### config.mk
export PLATFORM = sky130hd
export DESIGN_NAME = out_pixel_packer
export DESIGN_NICKNAME = d
export VERILOG_FILES = /design/src/rtl/out_pixel_packer.sv
export SDC_FILE = /design/constraint.sdc
export NUM_CORES = 1
export LEC_CHECK = 0
export BUFFER_PORTS_ARGS = -buffer_cell sky130_fd_sc_hd__buf_4
export CORE_UTILIZATION = 25
export CTS_BUF_LIST = sky130_fd_sc_hd__clkbuf_8
export DETAILED_ROUTE_END_ITERATION = 12
export PLACE_DENSITY = 0.39
export SLEW_MARGIN = 20
export SYNTH_ARGS = -nofsm -noshare
export SYNTH_HDL_FRONTEND = slang
export SYNTH_SLANG_ARGS = --single-unit
export TNS_END_PERCENT = 50
### constraint.sdc
create_clock -name clk -period 8.8 [get_ports clk]
set_input_delay 0 -clock clk [delete_from_list [all_inputs] [get_ports clk]]
set_output_delay 0 -clock clk [all_outputs]
set_load 0.02 [all_outputs]
### src/rtl/out_pixel_packer.sv
// out_pixel_packer: packs scalar 8-bit pixel writes into little-endian 32-bit words,
// buffers them in a small word FIFO and drains them as a valid/ready stream with a
// frame-end marker.
// Optional feature: define OUT_PACKER_ADDR_CHECK_EN to compare wr_addr with the
// internal pixel counter and flag mismatches on addr_err (tied low otherwise).
module out_pixel_packer #(
  parameter int unsigned FIFO_DEPTH = 8
) (
  input  logic        clk,
  input  logic        rst_n,
  input  logic        start,
  input  logic [15:0] out_w,
  input  logic [15:0] out_h,
  input  logic        wr_valid,
  input  logic [31:0] wr_addr,
  input  logic [7:0]  wr_data,
  output logic        almost_full,
  output logic        m_valid,
  input  logic        m_ready,
  output logic [31:0] m_data,
  output logic [3:0]  m_keep,
  output logic        m_last,
  output logic        busy,
  output logic        frame_done,
  output logic        overflow,
  output logic        addr_err
);

  localparam int unsigned PtrW = $clog2(FIFO_DEPTH);
  localparam int unsigned CntW = PtrW + 1;
  localparam logic [CntW-1:0] CntFull = CntW'(FIFO_DEPTH);
  localparam logic [CntW-1:0] CntAf   = CntW'(FIFO_DEPTH - 2);

  typedef enum logic [1:0] {StIdle, StCollect, StDrain} state_e;

  state_e      state_q, state_d;
  logic [31:0] n_q, n_d;
  logic [31:0] pix_cnt_q, pix_cnt_d;
  logic [31:0] asm_q, asm_d;
  logic        busy_q, busy_d;
  logic        frame_done_q, frame_done_d;
  logic        overflow_q, overflow_d;
  logic        addr_err_q, addr_err_d;

  // FIFO entry: {last, keep[3:0], data[31:0]}
  logic [36:0]     mem_q [FIFO_DEPTH];
  logic [PtrW-1:0] wr_ptr_q, rd_ptr_q;
  logic [CntW-1:0] count_q, count_d;
  logic [36:0]     head;

  logic        pix_acc, last_pix, word_done;
  logic        push, push_ok, pop;
  logic [1:0]  lane;
  logic [31:0] asm_wr;
  logic [3:0]  keep_wr;

  // Pixel lane insertion, FIFO push/pop decisions and occupancy.
  always_comb begin
    lane      = pix_cnt_q[1:0];
    pix_acc   = (state_q == StCollect) && wr_valid;
    last_pix  = (pix_cnt_q + 32'd1) == n_q;
    word_done = (lane == 2'd3) || last_pix;
    asm_wr    = asm_q;
    keep_wr   = 4'b0000;
    unique case (lane)
      2'd0: begin asm_wr[7:0]   = wr_data; keep_wr = 4'b0001; end
      2'd1: begin asm_wr[15:8]  = wr_data; keep_wr = 4'b0011; end
      2'd2: begin asm_wr[23:16] = wr_data; keep_wr = 4'b0111; end
      default: begin asm_wr[31:24] = wr_data; keep_wr = 4'b1111; end
    endcase
    pop     = m_valid && m_ready;
    push    = pix_acc && word_done;
    // A pop in the same cycle frees a slot, so a full FIFO still accepts the push.
    push_ok = push && ((count_q != CntFull) || pop);
    count_d = count_q;
    if (push_ok && !pop) begin
      count_d = count_q + CntW'(1);
    end else if (!push_ok && pop) begin
      count_d = count_q - CntW'(1);
    end
  end

  // Frame control next-state.
  always_comb begin
    state_d      = state_q;
    n_d          = n_q;
    pix_cnt_d    = pix_cnt_q;
    asm_d        = asm_q;
    busy_d       = busy_q;
    frame_done_d = 1'b0;
    overflow_d   = overflow_q;
    addr_err_d   = addr_err_q;
    case (state_q)
      StIdle: begin
        if (start) begin
          n_d        = {16'd0, out_w} * {16'd0, out_h};
          pix_cnt_d  = '0;
          asm_d      = '0;
          overflow_d = 1'b0;
          addr_err_d = 1'b0;
          if (n_d == 32'd0) begin
            // Empty frame: report completion without ever collecting.
            frame_done_d = 1'b1;
          end else begin
            busy_d  = 1'b1;
            state_d = StCollect;
          end
        end
      end
      StCollect: begin
        if (wr_valid) begin
          pix_cnt_d = pix_cnt_q + 32'd1;
          // Clear after completion so unfilled lanes of a short last word read as zero.
          asm_d     = word_done ? '0 : asm_wr;
          if (push && !push_ok) begin
            overflow_d = 1'b1;
          end
`ifdef OUT_PACKER_ADDR_CHECK_EN
          if (wr_addr != pix_cnt_q) begin
            addr_err_d = 1'b1;
          end
`endif
          if (last_pix) begin
            state_d = StDrain;
          end
        end
      end
      StDrain: begin
        if (count_d == '0) begin
          frame_done_d = 1'b1;
          busy_d       = 1'b0;
          state_d      = StIdle;
        end
      end
      default: state_d = StIdle;
    endcase
  end

  // Frame control state and registered status outputs.
  always_ff @(posedge clk or negedge rst_n) begin
    if (!rst_n) begin
      state_q      <= StIdle;
      n_q          <= '0;
      pix_cnt_q    <= '0;
      asm_q        <= '0;
      busy_q       <= 1'b0;
      frame_done_q <= 1'b0;
      overflow_q   <= 1'b0;
      addr_err_q   <= 1'b0;
    end else begin
      state_q      <= state_d;
      n_q          <= n_d;
      pix_cnt_q    <= pix_cnt_d;
      asm_q        <= asm_d;
      busy_q       <= busy_d;
      frame_done_q <= frame_done_d;
      overflow_q   <= overflow_d;
      addr_err_q   <= addr_err_d;
    end
  end

  // FIFO pointers and occupancy.
  always_ff @(posedge clk or negedge rst_n) begin
    if (!rst_n) begin
      wr_ptr_q <= '0;
      rd_ptr_q <= '0;
      count_q  <= '0;
    end else begin
      if (push_ok) wr_ptr_q <= wr_ptr_q + PtrW'(1);
      if (pop)     rd_ptr_q <= rd_ptr_q + PtrW'(1);
      count_q <= count_d;
    end
  end

  // FIFO storage; contents are only observable through the valid-gated head.
  always_ff @(posedge clk) begin
    if (push_ok) begin
      mem_q[wr_ptr_q] <= {last_pix, keep_wr, asm_wr};
    end
  end

`ifndef OUT_PACKER_ADDR_CHECK_EN
  logic unused_wr_addr;
  assign unused_wr_addr = ^wr_addr;
`endif

  assign head        = mem_q[rd_ptr_q];
  assign m_valid     = (count_q != '0);
  assign m_data      = m_valid ? head[31:0]  : '0;
  assign m_keep      = m_valid ? head[35:32] : '0;
  assign m_last      = m_valid && head[36];
  assign almost_full = (count_q >= CntAf);
  assign busy        = busy_q;
  assign frame_done  = frame_done_q;
  assign overflow    = overflow_q;
  assign addr_err    = addr_err_q;

endmodule
Word-level counts from Yosys, hierarchy flattened
Memory sizes are Yosys's and may differ from the RTL's.
Cells that the tools add are included.
{"block": "totals", "input_bits": 77, "ff_bits": 111, "mem_bits_rw": 296, "n_memories": 1, "output_inout_bits": 43, "elab_cells": 91}
{"block": "classes", "addsub": 5, "mux": 35, "n_reduce_logical": 25, "n_eq_ne": 13, "order_cmp": 1, "n_mul": 1}
{"name": "mem_q", "words": 8, "word_bits": 37, "rd": 1, "rd_ports_with_merged_regs": 0, "wr": 1, "line": "46", "rtl": "logic [36:0] mem_q [FIFO_DEPTH];"}
{"operator": "2-to-1 mux 32 bit", "n": 5}
{"operator": "case mux 32 bit (2 select lines)", "n": 2}
{"operator": "adder 32 x 1 -> 32 bit (second input constant)", "n": 1}
{"operator": "equality test 32 bit", "n": 1}
{"operator": "zero test 32 bit", "n": 1}
{"operator": "multiplier 16 x 16 -> 32 bit", "n": 1}
{"operator": "2-to-1 mux 8 bit", "n": 4}
{"operator": "2-to-1 mux 4 bit", "n": 3}
{"operator": "case mux 4 bit (3 select lines)", "n": 1}
{"operator": "2-to-1 mux 1 bit", "n": 11}
{"operator": "2-to-1 mux 2 bit", "n": 5}
{"operator": "!= test 2 bit (second input constant)", "n": 5}
{"operator": "logical AND 1 bit", "n": 8}
{"operator": "AND reduction 4 bit", "n": 2}
{"operator": "adder 3 x 1 -> 3 bit (second input constant)", "n": 2}
{"operator": "equality test 2 bit (second input constant)", "n": 3}
{"operator": "case mux 1 bit (2 select lines)", "n": 3}
{"operator": "case mux 2 bit (3 select lines)", "n": 1}
{"operator": "AND reduction 5 bit", "n": 1}
{"operator": "adder 4 x 1 -> 4 bit (second input constant)", "n": 1}
{"operator": "equality test 2 x 1 -> 1 bit (second input constant)", "n": 2}
{"operator": "greater-or-equal comparator 4 x 3 -> 1 bit (second input constant)", "n": 1}
{"operator": "zero test 2 bit", "n": 2}
{"operator": "zero test 4 bit", "n": 1}
{"operator": "other kinds (10)", "n": 13}

Depth between registers and ports, before layout
{"block": "depth", "ltp_word": 12, "ltp_mapped": 27, "depth_no_buf": 25}

Worst setup path after synthesis
Ideal clock, no wire load.
{"block": "synth_timing", "path_type": "reg-to-reg", "from": "register pix_cnt_q[0]", "to": "memory mem_q[2][0], enable pin", "setup_time_ps": 482, "required_time_ps": 8318, "arrival_time_ps": 6323, "path_slack_ps": 1995, "n_path_buf": 1, "synth_period_minus_slack_ps": 6805, "path_stages_with_launch": 14, "cell_sequence": "dfrtp_1 ha_1 xnor3_1 o2111ai_1 a2111o_1 a2111o_1 nor4b_2 nand4_1 a2111oi_4 o21ai_2 buf_6 nor2b_1 nand2b_1 nor3b_1"}
{"block": "synth_between", "elab_chain_cells": 7, "elab_cells_between_ends": 8, "cone_classes": "add/sub (1); eq/ne (2); mux (2); reduce/logical (3)"}
{"item": "start: declaration", "line": "38", "rtl": "logic [31:0] pix_cnt_q, pix_cnt_d;"}
{"item": "start signal: assignment", "line": "153", "rtl": "pix_cnt_q <= pix_cnt_d;"}
{"item": "adder 32 x 1 -> 32 bit", "line": "61", "rtl": "last_pix = (pix_cnt_q + 32'd1) == n_q;"}
{"item": "equality test 32 bit", "line": "61"}
{"item": "via last_pix", "line": "51", "rtl": "logic pix_acc, last_pix, word_done;"}
{"item": "logical OR 1 bit", "line": "62", "rtl": "word_done = (lane == 2'd3) || last_pix;"}
{"item": "logical AND 1 bit", "line": "72", "rtl": "push = pix_acc && word_done;"}
{"item": "logical AND 1 bit", "line": "74", "rtl": "push_ok = push && ((count_q != CntFull) || pop);"}
{"item": "2-to-1 mux 1 bit", "line": "177", "rtl": "if (push_ok) begin"}
{"item": "2-to-1 mux 1 bit (not written as such)", "line": "178", "rtl": "mem_q[wr_ptr_q] <= {last_pix, keep_wr, asm_wr};"}
{"item": "end: declaration", "line": "46"}
The timed path passes the listed nets, and every way through them passes these cells.

Worst setup path after layout
{"block": "layout_timing", "from": "input out_w[0]", "to": "register busy_q, in the netlist busy"}
{"block": "layout_between", "elab_chain_cells": 4}
{"item": "start: declaration", "line": "12", "rtl": "input logic [15:0] out_w,"}
{"item": "multiplier 16 x 16 -> 32 bit", "line": "96", "rtl": "n_d = {16'd0, out_w} * {16'd0, out_h};"}
{"item": "zero test 32 bit", "line": "101", "rtl": "if (n_d == 32'd0) begin"}
{"item": "!= test 2 bit (no line)"}
{"item": "AND reduction 4 bit (no line)"}
{"item": "end signal: assignment", "line": "155", "rtl": "busy_q <= busy_d;"}
{"item": "end: declaration", "line": "40", "rtl": "logic busy_q, busy_d;"}
Every way passes these cells.
A chain may end at the register's enable or synchronous reset.

==> run summary <==
Counting both buffers and inverters, the worst setup path holds a total of 8. The run finished with clean final reports. The effective utilization at floorplan came out at 0.253. The met3 routed wirelength was 2310 um; the total number of vias was 16400.

Launching element of the worst setup path: out_w[0]. Number of maximum-capacitance violations: 0. The die covers 104000 um2. For this run, the slowest stage of the critical path takes 0.68 ns.

The tools report the relative max-transition margin as 0.291. Register share of total power: 0.241. Critical path depth: 28. The design internal power is 6020 uW, and the share of cells above drive strength 1 is 0.162. The number of buffers created by CTS was 72. The congestion estimate from routability-driven global placement came to 0.815.

Switching share of total power: 0.451. The min-delay analysis places its worst path in the category in2async. The post-layout minimum cycle time works out to 6.99 ns.

Global-route wire length before repair: 106000 um. The worst path meets setup with 1.81 ns of slack. The area growth from synthesis to layout is 14.7%. The area fraction in compound gates after synthesis is 0.0603, and the areal power density over the cells is 371 nW/um2. The cell family with the largest share of critical-path delay was adder cells. The number of nets in the synthesized netlist is 2481. After detailed routing, the total wire length is 68700 um.

The cell that appears most often on the critical path is sky130_fd_sc_hd__inv_1. Of all cell types, the one taking the most synthesized area is sky130_fd_sc_hd__edfxtp_1. Clock root buffer master: sky130_fd_sc_hd__clkbuf_8.

The synthesized-area fraction occupied by and/or/nand/nor cells came out at 0.106. The Yosys step of the flow raised 0 warnings. The worst register-to-register path begins at pix_cnt_q[0]. The run gives 0 as the DRC violations left.

The sort of element at the start of the critical path is a primary input. The most used flip-flop cell after synthesis is sky130_fd_sc_hd__edfxtp_1. The setup check on the worst reg-to-reg path leaves a slack of 2.89 ns.

The die height works out to 323 um. The clock tree synthesis step divided the H-tree into 3 levels. The run gives 0.600 as the combinational share of power. Among all stages on the critical path, the largest delay is contributed by sky130_fd_sc_hd__a221oi_1.

In this run the worst path has a maximum fanout of 16. The first routing iteration left 826 violations. The logs give 0.0430 ns for the clock skew and 0.000504 V for the peak supply drop. The clock group share of total power is 0.159, and the number of synthesized flops with an enable pin is 288. Overall die width: 323 um.

In this run the worst setup path terminates at busy. The tools report the final-report max-slew violation count as 0. Net switching power of the design: 4950 uW. The I/O pin count came out at 120. The part of the cycle the worst path needs was 0.794; the post-CTS resize count was 0. In this run the deepest clock path goes through 3 buffers. After floorplanning, the core was divided into 117 placement rows. The fraction of registers with async set/reset works out to 0.278. Dividing the detail-routed wire length by the instance count gives 19.0 um.

The post-detailed-route via-to-cell ratio is 4.55, and the number of I/O port buffers is 86. The required time of the critical path was 9.33 ns; the critical path data arrival time was 7.52 ns. Number of endpoints with negative hold slack in the final report: 0. At the pin with the least slew margin, the transition time is 1.06 ns. The logs give 0.443 for the sequential-to-total area share from yosys stat and 0.134 for the overall routing resource usage. The sum of negative setup slack was 0 ns; the number of instances in the synthesized netlist was 2096. Counting cells, the worst reg-to-reg path comes to 13. For the post-layout net count, the log shows 2572. The peak clock frequency supported by timing was 0.143 GHz. In this run the cell area of the synthesized design comes to 25800 um2.

For the length of routed met2 wiring, the log shows 34900 um. For this design, the sink count on the clock tree is 399. The remaining global-route overflow is 0. Sorting the synthesized cells by area gives the leading types as sky130_fd_sc_hd__edfxtp_1 (34%), sky130_fd_sc_hd__fa_1 (15%), sky130_fd_sc_hd__dfrtp_1 (11%). The synthesized-area fraction occupied by adder cells is 0.206, and the post-CTS setup buffer count is 0. In this run, post-CTS hold repair placed 15 buffers.

The run gives 17400 as the number of global-route vias before repair. The number of distinct standard cells referenced by the synthesized netlist is 75. The top metal layer carrying routed signals is met4.

In this run the critical register-to-register path is captured at mem_q[3][16]. Summed over all cells, the static leakage comes to 0.0119 uW. For the final setup violation count, the log shows 0.

Setup repair after global routing left no endpoint under its margin. The worst setup path is of the in2reg kind. Before antenna repair, the detailed router went through 5 iterations. The number of antenna violations at the first check in global routing was 1; the post-DP HPWL was 46400 um. The floorplan step defined a core boundary enclosing 102000 um2.

The run gives 1.29 ns as the setup slack at placement. The xor/xnor share of the synthesized area works out to 0.0287. The detailed router put a total of 30400 um of wire on met1. TritonCTS built the clock tree. The multiplexer area fraction after synthesis works out to 0.102.

Counting flops and latches in the post-synthesis netlist gives 399. In this run the remaining antenna-violating nets after routing total 0. The clock reaches the later pin of the worst-skew pair after 0.65 ns. By area, the combinational part of the netlist is dominated by adder cells. The run gives 65 as the pin count of the biggest net entering global routing. The proportion of netlist area held by the largest area contributor works out to 0.336.

Clock-pin slew was measured on the worst setup and hold paths at 0.06 ns. Averaged over all synthesized cells, the footprint is 12.3 um2. The category of the worst setup path capture point is a flip-flop.
layer usage:
layer	up-vias	GRT usage
li1	7431	-
met3	85	0.0227
met1	8647	0.172
met4	0	0.0278
met5	-	0
met2	261	0.236
cell usage after synthesis, drive strengths merged (8+ instances only):
cell type	count
xor2	30
a21o	12
mux4	72
fa	194
dfrtp	111
a21oi	41
o31ai	10
nand4	20
buf	30
a32o	25
mux2	55
o21ai	81
nor2	88
nand3	27
nand2	207
nand2b	8
edfxtp	288
clkbuf	78
xnor2	52
nor3	20
and2	137
mux2i	39
nor4	9
inv	245
ha	114
and3	8
cell type report:
class	count	area, um2
Timing Repair Buffer	125	988
Inverter	245	920
Clock inverter	44	260
Sequential cell	399	11400
Antenna cell	1	2.50
Tap cell	1368	1710
Multi-Input combinational cell	1344	13100
Clock buffer	86	1180
Fill cell	10600	72500
worst register-to-register path, cell delays in order (launching register included):
cell                        delay [ns]
sky130_fd_sc_hd__dfrtp_1          0.51
sky130_fd_sc_hd__ha_1             0.33
sky130_fd_sc_hd__and3_1           0.43
sky130_fd_sc_hd__nand2_1          0.32
sky130_fd_sc_hd__or3_1            0.42
sky130_fd_sc_hd__a2111oi_0        0.46
sky130_fd_sc_hd__o2111ai_1        0.28
sky130_fd_sc_hd__a2111oi_4        0.44
sky130_fd_sc_hd__buf_4            0.27
sky130_fd_sc_hd__o21ai_2          0.25
sky130_fd_sc_hd__nor2b_1          0.42
sky130_fd_sc_hd__nand2_1          0.25
sky130_fd_sc_hd__nor3b_2          0.46
sky130_fd_sc_hd__buf_4            0.66
power groups by stage:
stage               combinational [uW]  sequential [uW]  clock (uW)
floorplan                         4840             2520           0
global placement                  6640             2680           0
detailed placement                6650             2690           0
CTS                               6700             2660        1810
global route                      7380             2680        1890
finish                            6590             2640        1740
cell families (layout without fill, tap and decap cells):
family	after synthesis	after routing
DFF	399	399
adders and majority gates	308	308
other	1	2
xor gates and xnor gates	83	83
and+or+nand+nor	556	556
muxes	166	166
buffers and inverters	353	500
AOI/OAI and AO/OA	230	230
layout by cell type (no fill, tap or decap), types with 12 or more instances in the layout:
cell / Yosys / layout
sky130_fd_sc_hd__mux2i_1: 39 / 39
sky130_fd_sc_hd__o21ai_0: 79 / 79
sky130_fd_sc_hd__dfrtp_1: 111 / 108
sky130_fd_sc_hd__fa_1: 194 / 194
sky130_fd_sc_hd__mux4_2: 72 / 72
sky130_fd_sc_hd__nand2_1: 206 / 205
sky130_fd_sc_hd__nand3_1: 27 / 27
sky130_fd_sc_hd__a21o_1: 12 / 12
sky130_fd_sc_hd__nor3_1: 20 / 18
sky130_fd_sc_hd__a32o_1: 25 / 25
sky130_fd_sc_hd__xor2_1: 30 / 30
sky130_fd_sc_hd__nor2_1: 88 / 84
sky130_fd_sc_hd__inv_1: 245 / 267
sky130_fd_sc_hd__and2_1: 135 / 134
sky130_fd_sc_hd__a21oi_1: 41 / 40
sky130_fd_sc_hd__nand4_1: 20 / 20
sky130_fd_sc_hd__ha_1: 114 / 114
sky130_fd_sc_hd__buf_4: 3 / 109
sky130_fd_sc_hd__mux2_2: 55 / 55
sky130_fd_sc_hd__edfxtp_1: 288 / 288
sky130_fd_sc_hd__clkbuf_8: 0 / 86
sky130_fd_sc_hd__xnor2_1: 52 / 52
sky130_fd_sc_hd__dlygate4sd3_1: 0 / 15
worst min-delay path by stage:
stage                   from             to  slack [ns]  cells after the start
finish                 rst_n        n_q[30]        0.09                      3
global route        out_h[0]         n_q[1]        0.08                      4
CTS                    rst_n    rd_ptr_q[2]        0.04                      3
detailed placement     rst_n  pix_cnt_q[31]        -0.1                      1
global placement       rst_n  pix_cnt_q[31]        -0.1                      1
floorplan              rst_n       asm_q[0]       -0.30                      0
metrics by stage:
step	hold WS [ns]	power (uW)	utilization	area [um2]	instances
CTS	0.0388	11200	0.290	29600	3611
floorplan	-0.296	7360	-	25800	2096
global route	0.0781	11900	0.290	29600	3612
finish	0.0854	11000	0.290	29600	3612
global placement	-0.0979	9320	0.274	27900	3465
detailed placement	-0.0963	9350	0.274	28000	3466
sequential cells by signal, summed over array words and instances, names as in the netlist:
signal and cells:
count_q 4, rd_ptr_q 3, wr_ptr_q 3, overflow 1, busy 1, pix_cnt_q 32, mem_q 288, frame_done 1
n_q 32, asm_q 32, state_q 2
(Power assumes the default switching activity.)
